<file path="config.mk">
export PLATFORM = sky130hd
export DESIGN_NAME = sym_fir_mac_engine
export DESIGN_NICKNAME = d
export VERILOG_FILES = /design/src/rtl/sym_fir_mac_engine.sv
export SDC_FILE = /design/constraint.sdc
export NUM_CORES = 2
export LEC_CHECK = 0
export CAP_MARGIN = 40
export CORE_AREA = 3 3 500 502
export CTS_CLUSTER_DIAMETER = 80
export DETAILED_ROUTE_END_ITERATION = 8
export DIE_AREA = 0 0 503 505
export PLACE_DENSITY = 0.76
export SLEW_MARGIN = 30
export SYNTH_ARGS = -nofsm -noshare
export SYNTH_HDL_FRONTEND = slang
export SYNTH_SLANG_ARGS = --single-unit
</file>
<file path="constraint.sdc">
create_clock -name clk -period 20.7 [get_ports clk]
set_input_delay 3.105 -clock clk [delete_from_list [all_inputs] [get_ports clk]]
set_output_delay 3.105 -clock clk [all_outputs]
set_load 0.02 [all_outputs]
</file>
<file path="src/rtl/sym_fir_mac_engine.sv">
// Symmetric FIR MAC engine: circular delay line, mirrored-tap pre-adder, TAPS/2 sequenced MACs, round/(optional) saturate.
// Latency: out_valid rises HALF+2 cycles after the accepting edge; one sample in flight at a time.
// Backpressure: in_ready/c_ready only in IDLE; dout/out_valid held stable in OUT until out_ready. Option macro: SYM_FIR_SAT_EN.
module sym_fir_mac_engine #(
    parameter int TAPS        = 86,
    parameter int SAMPLE_SIZE = 16,
    parameter int COEFF_SIZE  = 16,
    parameter int OUT_SHIFT   = 15
) (
    input  logic                                       clk,
    input  logic                                       rst,
    input  logic                                       in_valid,
    output logic                                       in_ready,
    input  logic [SAMPLE_SIZE-1:0]                     din,
    output logic                                       out_valid,
    input  logic                                       out_ready,
    output logic [SAMPLE_SIZE-1:0]                     dout,
    input  logic                                       c_we,
    output logic                                       c_ready,
    input  logic [(((TAPS/2) > 1) ? $clog2(TAPS/2) : 1)-1:0] c_addr,
    input  logic [COEFF_SIZE-1:0]                      c_in,
    output logic                                       sat
);

    localparam int HALF   = TAPS / 2;
    localparam int CAW    = (HALF > 1) ? $clog2(HALF) : 1;
    localparam int PW     = (TAPS > 1) ? $clog2(TAPS) : 1;
    localparam int PRE_W  = SAMPLE_SIZE + 1;
    localparam int PROD_W = SAMPLE_SIZE + COEFF_SIZE + 1;
    localparam int ACC_W  = PROD_W + CAW;

    // Half-LSB of the output grid, added before the shift for round-half-up.
    localparam logic signed [ACC_W-1:0] RND = (OUT_SHIFT > 0) ? (ACC_W'(1) <<< (OUT_SHIFT - 1)) : '0;

`ifdef SYM_FIR_SAT_EN
    localparam logic signed [ACC_W-1:0] SAT_MAX = ACC_W'((64'sd1 <<< (SAMPLE_SIZE - 1)) - 64'sd1);
    localparam logic signed [ACC_W-1:0] SAT_MIN = -SAT_MAX - ACC_W'(1);
`endif

    typedef enum logic [2:0] {
        S_IDLE,
        S_RUN,
        S_DRAIN,
        S_ROUND,
        S_OUT
    } state_t;

    state_t                   state_q, state_d;
    logic [PW-1:0]            wr_ptr_q, wr_ptr_d;
    logic [PW-1:0]            ra_q, ra_d;          // walks backwards from the newest sample
    logic [PW-1:0]            rb_q, rb_d;          // walks forwards from the oldest sample
    logic [CAW-1:0]           k_q, k_d;
    logic signed [ACC_W-1:0]  acc_q, acc_d;
    logic signed [PROD_W-1:0] prod_q, prod_d;
    logic [SAMPLE_SIZE-1:0]   dout_q, dout_d;
    logic                     out_valid_q, out_valid_d;
`ifdef SYM_FIR_SAT_EN
    logic                     sat_q, sat_d;
`endif

    logic signed [SAMPLE_SIZE-1:0] dline_q [TAPS];
    logic signed [COEFF_SIZE-1:0]  coef_q  [HALF];

    logic                     dline_we;
    logic                     coef_we;
    logic [PW-1:0]            wr_nxt, ra_dec, rb_inc;
    logic                     k_last;
    logic signed [SAMPLE_SIZE-1:0] tap_a, tap_b;
    logic signed [COEFF_SIZE-1:0]  coef_k;
    logic signed [PRE_W-1:0]  pre_sum;
    logic signed [PROD_W-1:0] prod_mul;
    logic signed [ACC_W-1:0]  acc_prod, rnd_sum, rnd_val;

    // Datapath: modulo-TAPS pointer steps, pre-adder, multiplier and rounding shift.
    always_comb begin
        wr_nxt   = (wr_ptr_q == PW'(TAPS - 1)) ? '0 : wr_ptr_q + PW'(1);
        ra_dec   = (ra_q == '0) ? PW'(TAPS - 1) : ra_q - PW'(1);
        rb_inc   = (rb_q == PW'(TAPS - 1)) ? '0 : rb_q + PW'(1);
        k_last   = (k_q == CAW'(HALF - 1));
        tap_a    = dline_q[ra_q];
        tap_b    = dline_q[rb_q];
        coef_k   = coef_q[k_q];
        pre_sum  = PRE_W'(tap_a) + PRE_W'(tap_b);
        prod_mul = PROD_W'(pre_sum) * PROD_W'(coef_k);
        acc_prod = acc_q + ACC_W'(prod_q);
        rnd_sum  = acc_q + RND;
        rnd_val  = rnd_sum >>> OUT_SHIFT;
    end

    // Next-state and register-update logic for the IDLE/RUN/DRAIN/ROUND/OUT sequence.
    always_comb begin
        state_d     = state_q;
        wr_ptr_d    = wr_ptr_q;
        ra_d        = ra_q;
        rb_d        = rb_q;
        k_d         = k_q;
        acc_d       = acc_q;
        prod_d      = prod_q;
        dout_d      = dout_q;
        out_valid_d = out_valid_q;
`ifdef SYM_FIR_SAT_EN
        sat_d       = sat_q;
`endif
        dline_we    = 1'b0;
        coef_we     = c_we && (state_q == S_IDLE);

        case (state_q)
            S_IDLE: begin
                if (in_valid) begin
                    dline_we = 1'b1;
                    ra_d     = wr_ptr_q;
                    rb_d     = wr_nxt;
                    wr_ptr_d = wr_nxt;
                    acc_d    = '0;
                    prod_d   = '0;   // first RUN cycle accumulates nothing stale
                    k_d      = '0;
                    state_d  = S_RUN;
                end
            end
            S_RUN: begin
                prod_d = prod_mul;
                acc_d  = acc_prod;
                ra_d   = ra_dec;
                rb_d   = rb_inc;
                if (k_last) begin
                    k_d     = '0;
                    state_d = S_DRAIN;
                end else begin
                    k_d = k_q + CAW'(1);
                end
            end
            S_DRAIN: begin
                acc_d   = acc_prod;
                state_d = S_ROUND;
            end
            S_ROUND: begin
`ifdef SYM_FIR_SAT_EN
                if (rnd_val > SAT_MAX) begin
                    dout_d = SAMPLE_SIZE'(SAT_MAX);
                    sat_d  = 1'b1;
                end else if (rnd_val < SAT_MIN) begin
                    dout_d = SAMPLE_SIZE'(SAT_MIN);
                    sat_d  = 1'b1;
                end else begin
                    dout_d = SAMPLE_SIZE'(rnd_val);
                    sat_d  = 1'b0;
                end
`else
                dout_d = SAMPLE_SIZE'(rnd_val);
`endif
                out_valid_d = 1'b1;
                state_d     = S_OUT;
            end
            S_OUT: begin
                if (out_ready) begin
                    out_valid_d = 1'b0;
                    state_d     = S_IDLE;
                end
            end
            default: begin
                state_d = S_IDLE;
            end
        endcase
    end

    // Control and datapath registers with synchronous active-low reset.
    always_ff @(posedge clk) begin
        if (!rst) begin
            state_q     <= S_IDLE;
            wr_ptr_q    <= '0;
            ra_q        <= '0;
            rb_q        <= '0;
            k_q         <= '0;
            acc_q       <= '0;
            prod_q      <= '0;
            dout_q      <= '0;
            out_valid_q <= 1'b0;
`ifdef SYM_FIR_SAT_EN
            sat_q       <= 1'b0;
`endif
        end else begin
            state_q     <= state_d;
            wr_ptr_q    <= wr_ptr_d;
            ra_q        <= ra_d;
            rb_q        <= rb_d;
            k_q         <= k_d;
            acc_q       <= acc_d;
            prod_q      <= prod_d;
            dout_q      <= dout_d;
            out_valid_q <= out_valid_d;
`ifdef SYM_FIR_SAT_EN
            sat_q       <= sat_d;
`endif
        end
    end

    // Circular delay line; cleared by reset so an aborted sample leaves no history.
    always_ff @(posedge clk) begin
        if (!rst) begin
            for (int i = 0; i < TAPS; i++) begin
                dline_q[i] <= '0;
            end
        end else if (dline_we) begin
            dline_q[wr_ptr_q] <= din;
        end
    end

    // Coefficient table: writable only while idle and deliberately kept across reset.
    always_ff @(posedge clk) begin
        if (coef_we) begin
            coef_q[c_addr] <= c_in;
        end
    end

    assign in_ready  = (state_q == S_IDLE);
    assign c_ready   = (state_q == S_IDLE);
    assign out_valid = out_valid_q;
    assign dout      = dout_q;
`ifdef SYM_FIR_SAT_EN
    assign sat       = sat_q;
`else
    assign sat       = 1'b0;
`endif

endmodule

</file>
# Yosys cells after proc, flatten, opt, wreduce, memory -nomap -nowiden

Memories as Yosys holds them, arrays and structs flattened. A register that Yosys moved wholly into a read port is not among the register bits.
Index checks and enable logic that the tools add are counted.
W data, S select, Z words.

Flip-flop bits (word level): 119
Latch bits: 0
Bits in writable memories: 2064
ROM bits: 0
Output and inout port bits: 20
Logic and storage cells: 79
Memories: 2

Memories:

| name    | depth | width | rd ports | clocked after Yosys merged registers in | wr ports | line | source |
|---|---|---|---|---|---|---|---|
| dline_q | 86    | 16    | 2        | 2                                       | 86       | 61   | `logic signed [SAMPLE_SIZE-1:0] dline_q [TAPS];` |
| coef_q  | 43    | 16    | 1        | 1                                       | 1        | 62   | `logic signed [COEFF_SIZE-1:0] coef_q [HALF];` |

Add/sub/neg operators: 7
$mul: 1
Divide/modulo/power cells: 0
$lt $le $gt $ge: 0
Eq/ne operators: 10
Shift operators: 0
Multiplexer cells: 37
Bitwise gates (word level): 0
Reductions and logical operators: 13

Operator list:

| kind                     | number |
|---|---|
| $pmux W39 S2             | 1 |
| $mux W7                  | 10 |
| $pmux W33 S2             | 1 |
| $add A39 B33 Y39         | 1 |
| $mux W39                 | 1 |
| $mul A17 B16 Y33         | 1 |
| $mux W33                 | 1 |
| $add A31 B16 Y31 const B | 1 |
| $pmux W7 S2              | 2 |
| $mux W6                  | 4 |
| $add A16 B16 Y17         | 1 |
| $mux W16                 | 1 |
| $reduce_or A16 Y1        | 1 |
| $pmux W3 S5              | 1 |
| $add A7 B1 Y7 const B    | 2 |
| $eq A7 B7 Y1 const B     | 2 |
| $pmux W6 S2              | 1 |
| $mux W1                  | 10 |
| $mux W3                  | 3 |
| $reduce_and A2 Y1        | 4 |
| $logic_not A7 Y1         | 1 |
| $sub A7 B1 Y7 const B    | 1 |
| $add A6 B1 Y6 const B    | 1 |
| $eq A3 B2 Y1 const B     | 2 |
| other kinds (10)         | 14 |

# Depth between registers and ports, before layout

Depth after elaboration: 7
Gate-level depth with buffers: 41
Depth with buffers taken out: 37

# Least setup slack after synthesis

No wires, ideal clock.

Path kind: flip-flop to flip-flop
Start: register (tool-made name)
End: register prod_q[27]
Setup time: 0.070 ns
Data arrival time: 10.847 ns
Data required time: 20.630 ns
Setup slack: 9.783 ns
Cell stages (with the launch flop): 39
Buffers on the path: 3
Cell sequence: dfxtp_1 clkbuf_1 clkbuf_1 buf_1 mux4_2 mux4_2 mux4_2 mux2_2 ha_1 fa_1 a21o_1 a21oi_1 o21a_1 o31ai_1 or2_2 a41oi_1 xor2_1 nor2_1 [3 not listed] fa_1 inv_1 fa_1 fa_1 inv_1 fa_1 inv_1 ha_1 a21o_1 a21oi_1 nor2b_1 a211o_1 a221o_1 a31o_2 a311oi_1 xnor2_1 nand2_1 a21oi_1

RTL lines:

| what                 | line | source |
|---|---|---|
| to (signal assigned) | 188  | `prod_q <= prod_d;` |
| to (decl)            | 54   | `logic signed [PROD_W-1:0] prod_q, prod_d;` |

==> flow_metrics.py <==
metrics = {
    "timing": {
        "rsz0062_at_grt": "no",
        "fin_crit_ns": 13.47,
        "fmax_ghz": 0.0743,
        "setup_tns_ns": 0,
        "setup_slack_ns": 7.23,
        "setup-violations-final": 0,
        "slew_violations": 0,
        "tightest_slew_ns": 0.934,
        "relSlewSlack_pct": 37.7,
        "hold_viol_final": 0,
        "fin_crit_sh_pct": 65.1,
        "final.setup_skew_ns": 0.0937,
    },
    "logic_synthesis": {
        "yosysMostFrequentCell": "edfxtp_1",
        "synthCells": 8709,
        "yosys.area.top_type_share_pct": 55.8,
        "synthesis.nets": 9146,
        "synthDistinctLibCells": 75,
        "ys_seq_elements": 2865,
        "synthArstFlopShare_pct": 0,
        "ys.warnings.count": 0,
        "synth_top_area_cell": "edfxtp_1",
        "yosysSeqAreaShare_pct": 57.5,
        "synth_commonest_cells": "edfxtp_1, mux4_2, and2_1",
        "ys_dominant_reg_cell": "edfxtp_1",
        "synth_area_um2": 147000,
        "synth_area_per_cell_um2": 16.9,
        "yosys-top-cells-area": "edfxtp_1, mux4_2, and2_1",
        "synth_edf_count": 2736,
    },
    "clocking": {
        "clkTransAtPathRegs_ns": 0.06,
        "cts_resized": 0,
        "cts.hold.buffers_added": 0,
        "root_buffer": "clkbuf_16",
        "cts_max_path_buffers": 4,
        "h-tree-depth": 5,
        "cts_setup_buffers": 0,
        "numCtsBuffers": 311,
        "clock_latency_ns": 0.99,
        "clock_sinks": 2865,
        "cts_tree": "yes",
    },
    "drt": {
        "routedWlPerCell_um": 34.7,
        "wl_um": 426000,
        "drc_errors": 0,
        "antenna_left": 0,
        "drtIter0Drc": 12700,
        "viasPerCell": 7.05,
        "dr.pass1.iters": 6,
        "num_vias": 86400,
    },
    "setup_path": {
        "cpLargestDelayFamily": "adder cells",
        "cp_common_cell": "fa_1",
        "cp-end-kind": "register",
        "cpPeakStageDelay_ns": 0.83,
        "worstPathArrival_ns": 14.23,
        "worst-path-max-fanout": 85,
        "path_class": "reg -> reg",
        "required_ns": 21.46,
        "startpoint_type": "register",
        "path_buf_inv": 6,
        "slowest_stage": "dfxtp_4",
    },
    "floorplan": {
        "start_util_pct": 59.9,
        "fp.dieW_um": 503,
        "row_count": 182,
        "core_region_area_um2": 246000,
        "die_area_um2": 254000,
        "io_pins": 63,
        "fp.dieH_um": 505,
    },
    "worst_hold_path": {
        "hold_path_class": "reg -> reg",
        "min_from": "prod_q[27]",
    },
    "cells_and_area": {
        "area_growth_syn_to_layout_pct": 11.0,
        "drive_gt1_share_pct": 28.8,
        "nets": 9229,
        "fill_cells": 15700,
    },
    "global_routing": {
        "grt.total_usage_pct": 34.0,
        "grt_pass1_wl_um": 619000,
        "antenna_found_initial": 41,
        "grt_max_degree": 130,
        "overflow": 0,
        "grt_pass1_vias": 88600,
    },
    "flow_run": {
        "cap_violations": 0,
    },
    "placement": {
        "hpwl_um": 267000,
        "place.gp.congestion": 0.954,
        "dp_worst_setup_slack_ns": 7.16,
        "numPortBuffers": 61,
    },
    "run_status": {
        "status": "complete, no violations",
    },
}
==> sequential cells by signal, summed over array words and instances, names as in the netlist, named ones only <==
register / flops
acc_q: 31
coef_q: 688
dline_q: 2048
dout: 16
k_q: 6
out_valid: 1
prod_q: 31
ra_q: 7
rb_q: 7
state_q: 3
wr_ptr_q: 7
==> stage by stage <==
step                      hold slack, ns  util, %  instance area (um2)  std cells
final                              0.471     66.6               164000      12300
after global routing               0.487     66.5               163000      12200
after CTS                          0.473     66.3               163000      12200
after detailed placement           0.467     62.3               153000      11700
after global placement             0.460     61.9               152000      11600
after floorplan                    0.440        -               147000       8709
==> worst register-to-register path, delay by kind of cell (launching register included) <==
kind                     cells  cell delay, ns
XOR/XNOR                     1            0.74
flip-flops                   1            0.83
AO/OA/AOI/OAI               14            3.34
buffers and inverters        6            1.57
multiplexers                 4            2.20
adder cells (fa/ha/maj)      9            4.08
AND/OR/NAND/NOR              3            0.54
==> layout by cell type (no fill, tap or decap), types with 113 or more instances in the layout <==
cell       instances
nor2_1           316
inv_1            320
edfxtp_1        2736
mux4_2          1534
dfxtp_1          113
and2_1          1402
nand2_1          199
buf_4            335
clkbuf_16        318
ha_1             135
fa_1             259
==> layer usage <==
metal,part of all wire (%),track usage [%],vias to the layer above
met5,0.063,0,-
met4,5.4,15.9,32
met3,14,10.5,1231
met2,46,51.6,6397
met1,34,45.5,44600
li1,-,-,34100
==> area by class of cell <==
cell class | instances | area [um2] | area share [%]
Sequential cell | 2865 | 84800 | 51.9
Multi-Input combinational cell | 4815 | 59100 | 36.1
Clock buffer | 376 | 8200 | 5.01
Timing Repair Buffer | 477 | 4650 | 2.84
Tap cell | 3220 | 4030 | 2.46
Clock inverter | 161 | 1550 | 0.949
Inverter | 322 | 1210 | 0.739
Antenna cell | 20 | 50.0 | 0.0306
==> worst paths after layout <==
kind	end	slack, ns	depth (start not counted)
worst max register to register	prod_q[30]	7.23	37
worst max-delay path	prod_q[30]	7.23	37
worst min register to register	prod_q[27]	0.47	2
worst min-delay path	prod_q[27]	0.47	2
==> kinds of logic (layout without fill, tap and decap cells) <==
logic type                 after synthesis  count (layout)  synth area share (%)
AOI/OAI and AO/OA                      473             473                  2.01
DFF                                   2865            2865                  57.5
muxes                                 1616            1616                  24.1
and+or+nand+nor                       2221            2221                  8.36
adders and majority gates              394             394                  4.67
other                                    1              21               0.00255
xor gates and xnor gates               110             110                 0.654
buffers and inverters                 1029            1336                  2.71
Power is left out: the tool's default activity adds up to more than one toggle a clock period on the data nets, which glitch-free logic cannot reach.
